==> src/rtl/mcp4726_i2c_wr_pkg.sv <==
// Shared types and MCP4726 command constants for the I2C DAC writer.
// Holds the FSM state encoding and the fast-write byte framing helper.
package mcp4726_i2c_wr_pkg;

  typedef enum logic [2:0] {
    ST_IDLE,
    ST_START,
    ST_BIT,
    ST_ACK,
    ST_STOP
  } state_t;

  // Fast-write command: C2:C1 = 00, PD1:PD0 = 00 (normal operation)
  localparam logic [1:0] FW_CMD = 2'b00;
  localparam logic [1:0] FW_PD  = 2'b00;

  localparam logic [1:0] LAST_BYTE = 2'd2;

  function automatic logic [7:0] tx_byte(
    input logic [6:0]  adr,
    input logic [11:0] d,
    input logic [1:0]  idx
  );
    logic [7:0] b;
    unique case (idx)
      2'd0:    b = {adr, 1'b0};
      2'd1:    b = {FW_CMD, FW_PD, d[11:8]};
      default: b = d[7:0];
    endcase
    return b;
  endfunction

endpackage

==> src/rtl/mcp4726_i2c_wr_if.sv <==
// Sample/handshake and open-drain I2C line bundle for mcp4726_i2c_wr.
// slave: the DAC writer side; master: the host/bus side.
interface mcp4726_i2c_wr_if;

  logic [11:0] WAVEs_i;
  logic        REQ_i;
  logic        SDA_i;
  logic        SCL_o;
  logic        SDA_o;
  logic        BUSY_o;
  logic        DONE_o;
  logic        NACK_o;

  modport slave (
    input  WAVEs_i, REQ_i, SDA_i,
    output SCL_o, SDA_o, BUSY_o, DONE_o, NACK_o
  );

  modport master (
    output WAVEs_i, REQ_i, SDA_i,
    input  SCL_o, SDA_o, BUSY_o, DONE_o, NACK_o
  );

endinterface

==> src/rtl/mcp4726_i2c_wr_qtic.sv <==
// Quarter-bit tick prescaler: TIC_o pulses every C_Q clocks while EN_i.
// Ports: CK_i, XARST_i (async low), EN_i, TIC_o.
module i2c_qtic #(
  parameter int C_F_CK  = 135_000_000,
  parameter int C_F_SCL = 400_000
) (
  input  logic CK_i,
  input  logic XARST_i,
  input  logic EN_i,
  output logic TIC_o
);

  localparam int C_QR = C_F_CK / (4 * C_F_SCL);
  localparam int C_Q  = (C_QR < 2) ? 2 : C_QR;
  localparam int W    = $clog2(C_Q);

  localparam logic [W-1:0] CNT_MAX = W'(C_Q - 1);

  logic [W-1:0] cnt;

  // Disabled means held at zero, so every START begins a fresh quarter
  always_ff @(posedge CK_i or negedge XARST_i) begin
    if (!XARST_i) begin
      cnt <= '0;
    end else if (!EN_i || cnt == CNT_MAX) begin
      cnt <= '0;
    end else begin
      cnt <= cnt + 1'b1;
    end
  end

  assign TIC_o = EN_i && (cnt == CNT_MAX);

endmodule

==> src/rtl/mcp4726_i2c_wr.sv <==
// MCP4726 fast-write I2C master: pushes 12-bit DDS samples to the DAC.
// Ports: CK_i, XARST_i (async low), bus (samples in, SCL/SDA/status out).
module mcp4726_i2c_wr
  import mcp4726_i2c_wr_pkg::*;
#(
  parameter int         C_F_CK    = 135_000_000,
  parameter int         C_F_SCL   = 400_000,
  parameter logic [6:0] C_DEV_ADR = 7'h60
) (
  input  logic              CK_i,
  input  logic              XARST_i,
  mcp4726_i2c_wr_if.slave   bus
);

  state_t      state, state_n;
  logic [1:0]  qtr, qtr_n;
  logic [2:0]  bit_cnt, bit_n;
  logic [1:0]  byte_cnt, byte_n;
  logic [11:0] dat;
  logic [11:0] pend_val;
  logic        pend;
  logic        scl_q, sda_q;
  logic        scl_c, sda_c;
  logic        done_q, done_set;
  logic        nack_q, nack_set, nack_clr;
  logic        shf_ld;
  logic        busy;
  logic        tic;
  logic [7:0]  tx_b;
  logic        mid;

  assign busy = (state != ST_IDLE);
  assign tx_b = tx_byte(C_DEV_ADR, dat, byte_cnt);
  assign mid  = (qtr == 2'd1) || (qtr == 2'd2);

  i2c_qtic #(
    .C_F_CK  (C_F_CK),
    .C_F_SCL (C_F_SCL)
  ) u_qtic (
    .CK_i    (CK_i),
    .XARST_i (XARST_i),
    .EN_i    (busy),
    .TIC_o   (tic)
  );

  always_ff @(posedge CK_i or negedge XARST_i) begin
    if (!XARST_i) begin
      state <= ST_IDLE;
    end else begin
      state <= state_n;
    end
  end

  always_comb begin
    state_n  = state;
    qtr_n    = qtr;
    bit_n    = bit_cnt;
    byte_n   = byte_cnt;
    scl_c    = 1'b1;
    sda_c    = 1'b1;
    shf_ld   = 1'b0;
    done_set = 1'b0;
    nack_set = 1'b0;
    nack_clr = 1'b0;
    if (tic) qtr_n = qtr + 2'd1;
    unique case (state)
      ST_IDLE: begin
        qtr_n = 2'd0;
        if (pend) begin
          state_n  = ST_START;
          bit_n    = 3'd0;
          byte_n   = 2'd0;
          shf_ld   = 1'b1;
          nack_clr = 1'b1;
        end
      end
      ST_START: begin
        sda_c = (qtr == 2'd0);
        scl_c = (qtr != 2'd3);
        if (tic && qtr == 2'd3) state_n = ST_BIT;
      end
      ST_BIT: begin
        sda_c = tx_b[~bit_cnt];
        scl_c = mid;
        if (tic && qtr == 2'd3) begin
          bit_n = bit_cnt + 3'd1;
          if (bit_cnt == 3'd7) state_n = ST_ACK;
        end
      end
      ST_ACK: begin
        scl_c = mid;
        if (tic && qtr == 2'd2 && bus.SDA_i) nack_set = 1'b1;
        // nack_q was cleared at START, so it only reflects this transfer
        if (tic && qtr == 2'd3) begin
          if (nack_q || byte_cnt == LAST_BYTE) begin
            state_n = ST_STOP;
          end else begin
            state_n = ST_BIT;
            byte_n  = byte_cnt + 2'd1;
          end
        end
      end
      ST_STOP: begin
        sda_c = (qtr == 2'd3);
        scl_c = (qtr != 2'd0);
        if (tic && qtr == 2'd3) begin
          state_n  = ST_IDLE;
          done_set = !nack_q;
        end
      end
      default: begin
        state_n = ST_IDLE;
      end
    endcase
  end

  // Line levels are registered: one extra clock of START latency
  always_ff @(posedge CK_i or negedge XARST_i) begin
    if (!XARST_i) begin
      qtr      <= 2'd0;
      bit_cnt  <= 3'd0;
      byte_cnt <= 2'd0;
      dat      <= 12'd0;
      pend     <= 1'b0;
      pend_val <= 12'd0;
      scl_q    <= 1'b1;
      sda_q    <= 1'b1;
      done_q   <= 1'b0;
      nack_q   <= 1'b0;
    end else begin
      qtr      <= qtr_n;
      bit_cnt  <= bit_n;
      byte_cnt <= byte_n;
      scl_q    <= scl_c;
      sda_q    <= sda_c;
      done_q   <= done_set;
      if (nack_clr) begin
        nack_q <= 1'b0;
      end else if (nack_set) begin
        nack_q <= 1'b1;
      end
      if (shf_ld) begin
        dat  <= pend_val;
        pend <= 1'b0;
      end
      // Newest sample wins; a same-cycle load still takes the old one
      if (bus.REQ_i) begin
        pend     <= 1'b1;
        pend_val <= {~bus.WAVEs_i[11], bus.WAVEs_i[10:0]};
      end
    end
  end

  assign bus.SCL_o  = scl_q;
  assign bus.SDA_o  = sda_q;
  assign bus.BUSY_o = busy;
  assign bus.DONE_o = done_q;
  assign bus.NACK_o = nack_q;

endmodule
==> src/flat_wrapper.sv <==
// flat-port wrapper written by rule: the top's interface ports become plain ports
module mcp4726_i2c_wr_flat import mcp4726_i2c_wr_pkg::*;
#(
  parameter int         C_F_CK    = 135_000_000,
  parameter int         C_F_SCL   = 400_000,
  parameter logic [6:0] C_DEV_ADR = 7'h60
)
  (CK_i, XARST_i, bus_WAVEs_i, bus_REQ_i, bus_SDA_i, bus_SCL_o, bus_SDA_o, bus_BUSY_o, bus_DONE_o, bus_NACK_o);
  mcp4726_i2c_wr_if bus_i ();
  input  logic CK_i;
  input  logic XARST_i;
  input wire logic [$bits(bus_i.WAVEs_i)-1:0] bus_WAVEs_i;
  input wire logic [$bits(bus_i.REQ_i)-1:0] bus_REQ_i;
  input wire logic [$bits(bus_i.SDA_i)-1:0] bus_SDA_i;
  output wire logic [$bits(bus_i.SCL_o)-1:0] bus_SCL_o;
  output wire logic [$bits(bus_i.SDA_o)-1:0] bus_SDA_o;
  output wire logic [$bits(bus_i.BUSY_o)-1:0] bus_BUSY_o;
  output wire logic [$bits(bus_i.DONE_o)-1:0] bus_DONE_o;
  output wire logic [$bits(bus_i.NACK_o)-1:0] bus_NACK_o;
  assign bus_i.WAVEs_i = bus_WAVEs_i;
  assign bus_i.REQ_i = bus_REQ_i;
  assign bus_i.SDA_i = bus_SDA_i;
  assign bus_SCL_o = bus_i.SCL_o;
  assign bus_SDA_o = bus_i.SDA_o;
  assign bus_BUSY_o = bus_i.BUSY_o;
  assign bus_DONE_o = bus_i.DONE_o;
  assign bus_NACK_o = bus_i.NACK_o;
  mcp4726_i2c_wr #(.C_F_CK(C_F_CK), .C_F_SCL(C_F_SCL), .C_DEV_ADR(C_DEV_ADR)) u_core (.CK_i(CK_i), .XARST_i(XARST_i), .bus(bus_i));
endmodule
==> config.mk <==
export PLATFORM = sky130hd
export DESIGN_NAME = mcp4726_i2c_wr_flat
export DESIGN_NICKNAME = d
export VERILOG_FILES = /design/src/rtl/mcp4726_i2c_wr_pkg.sv /design/src/rtl/mcp4726_i2c_wr_if.sv /design/src/rtl/mcp4726_i2c_wr_qtic.sv /design/src/rtl/mcp4726_i2c_wr.sv /design/src/flat_wrapper.sv
export SDC_FILE = /design/constraint.sdc
export NUM_CORES = 1
export LEC_CHECK = 0
export CORE_MARGIN = 3
export CORE_UTILIZATION = 60
export CTS_CLUSTER_DIAMETER = 200
export DETAILED_ROUTE_END_ITERATION = 8
export PLACE_DENSITY_LB_ADDON = 0.2
export SLEW_MARGIN = 40
export SYNTH_ARGS = -nofsm -noshare
export SYNTH_HDL_FRONTEND = slang
export SYNTH_SLANG_ARGS = --single-unit
==> constraint.sdc <==
create_clock -name CK_i -period 2.6 [get_ports CK_i]
set_input_delay 0.52 -clock CK_i [delete_from_list [all_inputs] [get_ports CK_i]]
set_output_delay 0.52 -clock CK_i [all_outputs]
set_load 0.02 [all_outputs]
# Word-level counts from Yosys, hierarchy flattened
# Index checks and enable logic that the tools add are counted.
[op_classes] n_reduce_logical=23 n_addsub=4 bitwise=2 n_mux=33 order_cmp=1 n_eq_ne=19
[ops] operator="$mux 3" count=9
[ops] operator="$pmux 8 s2" count=1
[ops] operator="$pmux 3 s5" count=1
[ops] operator="$ne 2x1->1 const B" count=6
[ops] operator="$reduce_bool 2->1" count=6
[ops] operator="$mux 1" count=11
[ops] operator="$mux 2" count=5
[ops] operator="$add 7x1->7 const B" count=1
[ops] operator="$eq 7x7->1 const B" count=1
[ops] operator="$mux 7" count=1
[ops] operator="$eq 2x2->1 const B" count=3
[ops] operator="$eq 3x2->1 const B" count=2
[ops] operator="$eq 3x3->1 const B" count=2
[ops] operator="$pmux 1 s3" count=2
[ops] operator="$pmux 3 s2" count=1
[ops] operator="$reduce_and 6->1" count=1
[ops] operator="$add 2x1->2 const B" count=2
[ops] operator="$eq 2x1->1 const B" count=2
[ops] operator="$logic_and 1x1->1" count=4
[ops] operator="$logic_not 2->1" count=2
[ops] operator="$lt 3x4->1 const B" count=1
[ops] operator="$ne 2x2->1 const B" count=2
[ops] operator="$pmux 2 s2" count=1
[ops] operator="$reduce_and 4->1" count=1
[ops] operator="other kinds (11)" count=14
[totals] regBits=46 inputBits=16 wordCells=94 out_inout_bits=5

# Longest topological paths before layout
[logic_depth] ltp_word=8 ltp_mapped=6 mapped_depth_nobuf=6

# Modules after synthesis
# A second synthesis with hierarchy kept.
[unflattened] cells_unflattened=183 hier_area_um2=2163.3
[by_module_without_submodules] module="mcp4726_i2c_wr" cells_each=151 instances=1 area_per_inst_um2=1834.3
[by_module_without_submodules] module="i2c_qtic" cells_each=32 instances=1 area_per_inst_um2=329.1

# Least setup slack after synthesis
# OpenSTA, ideal clock, no wires.
[synth_timing] path_type="flip-flop to flip-flop" start="register u_core.byte_cnt[1]" end="register u_core.sda_q (netlist: u_core.bus.SDA_o)" t_arrival_ns=1.655 t_required_ns=2.537 setup_time_ns=0.063 setup_slack_ns=0.883 path_stages_with_launch=7 cell_sequence="dfrtp_1 -> inv_1 -> ha_1 -> or3b_2 -> a32o_1 -> o32ai_1 -> a311o_1"
[synth_via] elab_chain_cells=5
[synth_rtl] item="from (decl)" line_no="mcp4726_i2c_wr.sv:18" text="logic [1:0] byte_cnt, byte_n;"
[synth_rtl] item="from (signal assigned)" line_no="mcp4726_i2c_wr.sv:133" text="byte_cnt <= byte_n;"
[synth_rtl] item="$eq 2x1->1 or $logic_not 2->1 (tied branches)" line_no="mcp4726_i2c_wr_pkg.sv:25" text="unique case (idx)"
[synth_rtl] item="$pmux 8 s2 (*)" line_no="mcp4726_i2c_wr_pkg.sv:25"
[synth_rtl] item="$bmux 1 s3 (*)" line_no="mcp4726_i2c_wr.sv:83" text="sda_c = tx_b[~bit_cnt];"
[synth_rtl] item="$mux 1 (implied by the code) (*)" line_no="mcp4726_i2c_wr.sv:83"
[synth_rtl] item="$pmux 1 s3 (*)" line_no="mcp4726_i2c_wr.sv:66" text="unique case (state)"
[synth_rtl] item="net u_core.sda_c" line_no="mcp4726_i2c_wr.sv:23" text="logic scl_c, sda_c;"
[synth_rtl] item="to (signal assigned)" line_no="mcp4726_i2c_wr.sv:127" text="sda_q <= 1'b1;"
[synth_rtl] item="to (signal assigned)" line_no="mcp4726_i2c_wr.sv:135" text="sda_q <= sda_c;"
[synth_rtl] item="to (decl)" line_no="mcp4726_i2c_wr.sv:22" text="logic scl_q, sda_q;"
# The timed path passes the listed nets; every way through them passes the cells marked *. The select of a mux whose other input is x is not followed.
# A chain may end at the register's enable or synchronous reset.

# Worst setup path in the final report
[layout_timing] start="register u_core.state[1]" end="output bus_BUSY_o"
[layout_via] elab_chain_cells=1
[layout_rtl] item="from (decl)" line_no="mcp4726_i2c_wr.sv:15" text="state_t state, state_n;"
[layout_rtl] item="from (signal assigned)" line_no="mcp4726_i2c_wr.sv:50" text="state <= state_n;"
[layout_rtl] item="$reduce_bool 3->1" line_no="mcp4726_i2c_wr.sv:32" text="assign busy = (state != ST_IDLE);"
[layout_rtl] item="to (decl)" line_no="flat_wrapper.sv:17" text="output wire logic [$bits(bus_i.BUSY_o)-1:0] bus_BUSY_o;"
# No other way between the ends.

==> results.cfg <==
[sta]
final.setup.tns_ns = 0
slew_headroom_pct = 54.6
hold_ws_ns = 0.134
setup_slack_ns = 0.200
hold_viol = 0
finalCritPeriodShare_pct = 92.3
tightest_slew_ns = 0.679
clock.fmax_mhz = 417
min_period_ns = 2.40
slew_violations = 0
setup_viol = 0
rsz0062_at_grt = false
finalClockSkew_ns = 0.0131

[clock_network]
htree_levels = 2
clk_pin_slew_worst_paths_ns = 0.13
cts_setup_buffers = 0
cts_buffer_depth = 2
cts_hold_buf = 0
cts_root_buf = clkbuf_4
numCtsBuffers = 5
cts_sinks = 46
cts_tree = yes
insertion_delay_ns = 0.36

[synth]
synth_top_area_share_pct = 50.5
syn_area_per_cell_um2 = 11.9
ys.flop_type = dfrtp_1
synth_common_cells = dfrtp_1, mux2_2, nand2_1, nor2_1, inv_1
syn_nets = 208
yosysSeqAreaShare_pct = 52.9
ys_ff_latch = 46
yosysTopAreaCell = dfrtp_1
ys_async_sr_fraction_pct = 100
synthCells = 183
yosys_warnings = 0
yosysMostFrequentCell = dfrtp_1
synth.cell_area_mm2 = 0.00218
synth-edff-count = 0
synth.distinct_cells = 43
synth_area_leaders = dfrtp_1, mux2_2, ha_1

[floorplanning]
coreArea_mm2 = 0.00342
dieArea_mm2 = 0.00440
rows = 21
die_x_um = 66.3
start_util_pct = 63.9
chipHeight_um = 66.3
pin_count = 21

[routing]
dr.pass1.iters = 4
wl_per_cell_um = 14.9
vias_per_cell = 5.75
antenna_left = 0
drt_iter0_drc = 123
routed_wl_um = 3760
drc = 0
routed-via-count = 1448

[setup_path]
cp-start-kind = register
crit_path_end_kind = output port
crit_arrival_ns = 1.88
criticalPathCategory = reg2out
cp.required_ns = 2.08
critical_path.max_fanout = 10

[global_route]
antenna_found_initial = 0
grt_use_total_pct = 20.5
grt_pass1_vias = 1464
grt_pass1_wl_um = 6680
grt_max_degree = 47
globalRouteOverflowTotal = 0

[place]
dpl_worst_slack_ns = 0.497
io_buffers = 20
routabilityCongestion = 0.882
dp_cells = 244
dpl_cell_area_mm2 = 0.00241
dp_hpwl_um = 2720

[layout]
fin_util_pct = 73.1
final_cells = 252
synthToLayoutAreaGrowth_pct = 14.4
layout-drive-gt1-share_pct = 20.9
fin_area_mm2 = 0.00250
antenna_cells = 0
final_net_count = 230

[min_path]
min_path_type = in2async

[outcome]
status = completed

[power_and_ir_drop]
p_leak_nw = 1.06
p_per_area_mw_per_mm2 = 649
power.total_mw = 1.62
max-vdd-ir-drop_uv = 450

[flow_run]
maxCapViolCount = 0
==> where the power goes <==
| part | internal [mW] | switching (mW) |
|---|---|---|
| Sequential | 0.825 | 0.0892 |
| Combinational | 0.158 | 0.123 |
| Clock | 0.203 | 0.222 |
==> sequential cells by signal (all words and copies together) (netlist names), 2 cells and up <==
register and flops:
u_core.byte_cnt 2, u_core.bit_cnt 3, u_core.u_qtic.cnt 7, u_core.dat 12
u_core.qtr 2, u_core.state 3, u_core.pend_val 12
==> what timing repair did <==
| item | CTS | global route |
|---|---|---|
| hold endpoints to repair | 0 | 0 |
| endpoints found under the setup margin | 0 | 1 |
| gates resized for setup | 0 | 1 |
==> worst paths after layout <==
path	startpoint	slack, ns	cells past startpoint	to
worst max-delay path	u_core.state[1]$_DFFE_PN0P_	0.20	3	bus_BUSY_o
max in group asynchronous	XARST_i	2.08	1	u_core.byte_cnt[0]$_DFFE_PN0P_
worst min-delay path	XARST_i	0.13	1	u_core.qtr[0]$_DFFE_PN0P_
worst min register to register	u_core.u_qtic.cnt[0]$_DFF_PN0_	0.47	1	u_core.u_qtic.cnt[0]$_DFF_PN0_
worst max register to register	u_core.byte_cnt[1]$_DFFE_PN0P_	0.64	6	u_core.bus.SDA_o$_DFF_PN1_
min in group CK_i	u_core.u_qtic.cnt[0]$_DFF_PN0_	0.47	1	u_core.u_qtic.cnt[0]$_DFF_PN0_
==> kinds of logic (layout without fill, tap and decap cells) <==
group,Yosys count,in the layout,synth area share (%)
buffers and inverters,17,40,3.50
muxes,29,29,14.9
AOI/OAI and AO/OA,22,22,7.23
DFF,46,46,52.9
xor gates and xnor gates,6,6,2.41
and+or+nand+nor,54,54,13.9
adders and majority gates,9,9,5.16
==> cell usage in the layout (no fill, tap or decap), drive strengths merged <==
master / netlist / final
a21o: 1 / 1
nor3b: 1 / 1
o21ai: 6 / 6
a311o: 1 / 1
or4: 1 / 1
o31a: 1 / 1
and2: 1 / 1
bufinv: 0 / 1
a211oi: 1 / 1
buf: 6 / 3
nand4: 2 / 2
dfrtp: 44 / 44
or3: 1 / 1
a32o: 1 / 1
and3: 3 / 3
a41oi: 1 / 1
nand2b: 1 / 1
a21oi: 2 / 2
mux2i: 4 / 4
nand2: 16 / 16
inv: 10 / 10
nor3: 4 / 4
clkinvlp: 0 / 1
nor2: 14 / 14
o32ai: 2 / 2
a31oi: 2 / 2
mux2: 25 / 25
clkdlybuf4s50: 0 / 19
or3b: 2 / 2
xor2: 2 / 2
ha: 9 / 9
nor4b: 3 / 3
xnor2: 4 / 4
nor2b: 1 / 1
a221oi: 3 / 3
nand3: 4 / 4
clkbuf: 1 / 6
o22a: 1 / 1
dfstp: 2 / 2
==> worst max-delay path, cell delays in order (launching register included) <==
cell and delay [ns]:
dfrtp_1 0.52, nor3_2 0.31, inv_1 0.13, clkdlybuf4s50_1 0.55
==> metal layers <==
metal / wire [um] / track usage (%)
met5: 0 / 0
met1: 1620 / 24.9
met3: 174 / 5.78
met2: 1870 / 33.6
met4: 88 / 9.39
==> layout make-up <==
cell class | count | area [um2]
Clock buffer | 6 | 41.3
Clock inverter | 2 | 37.5
Fill cell | 240 | 918
Inverter | 10 | 37.5
Multi-Input combinational cell | 120 | 957
Sequential cell | 46 | 1150
Tap cell | 46 | 57.6
Timing Repair Buffer | 22 | 213
Power figures use the tool's default switching activity.
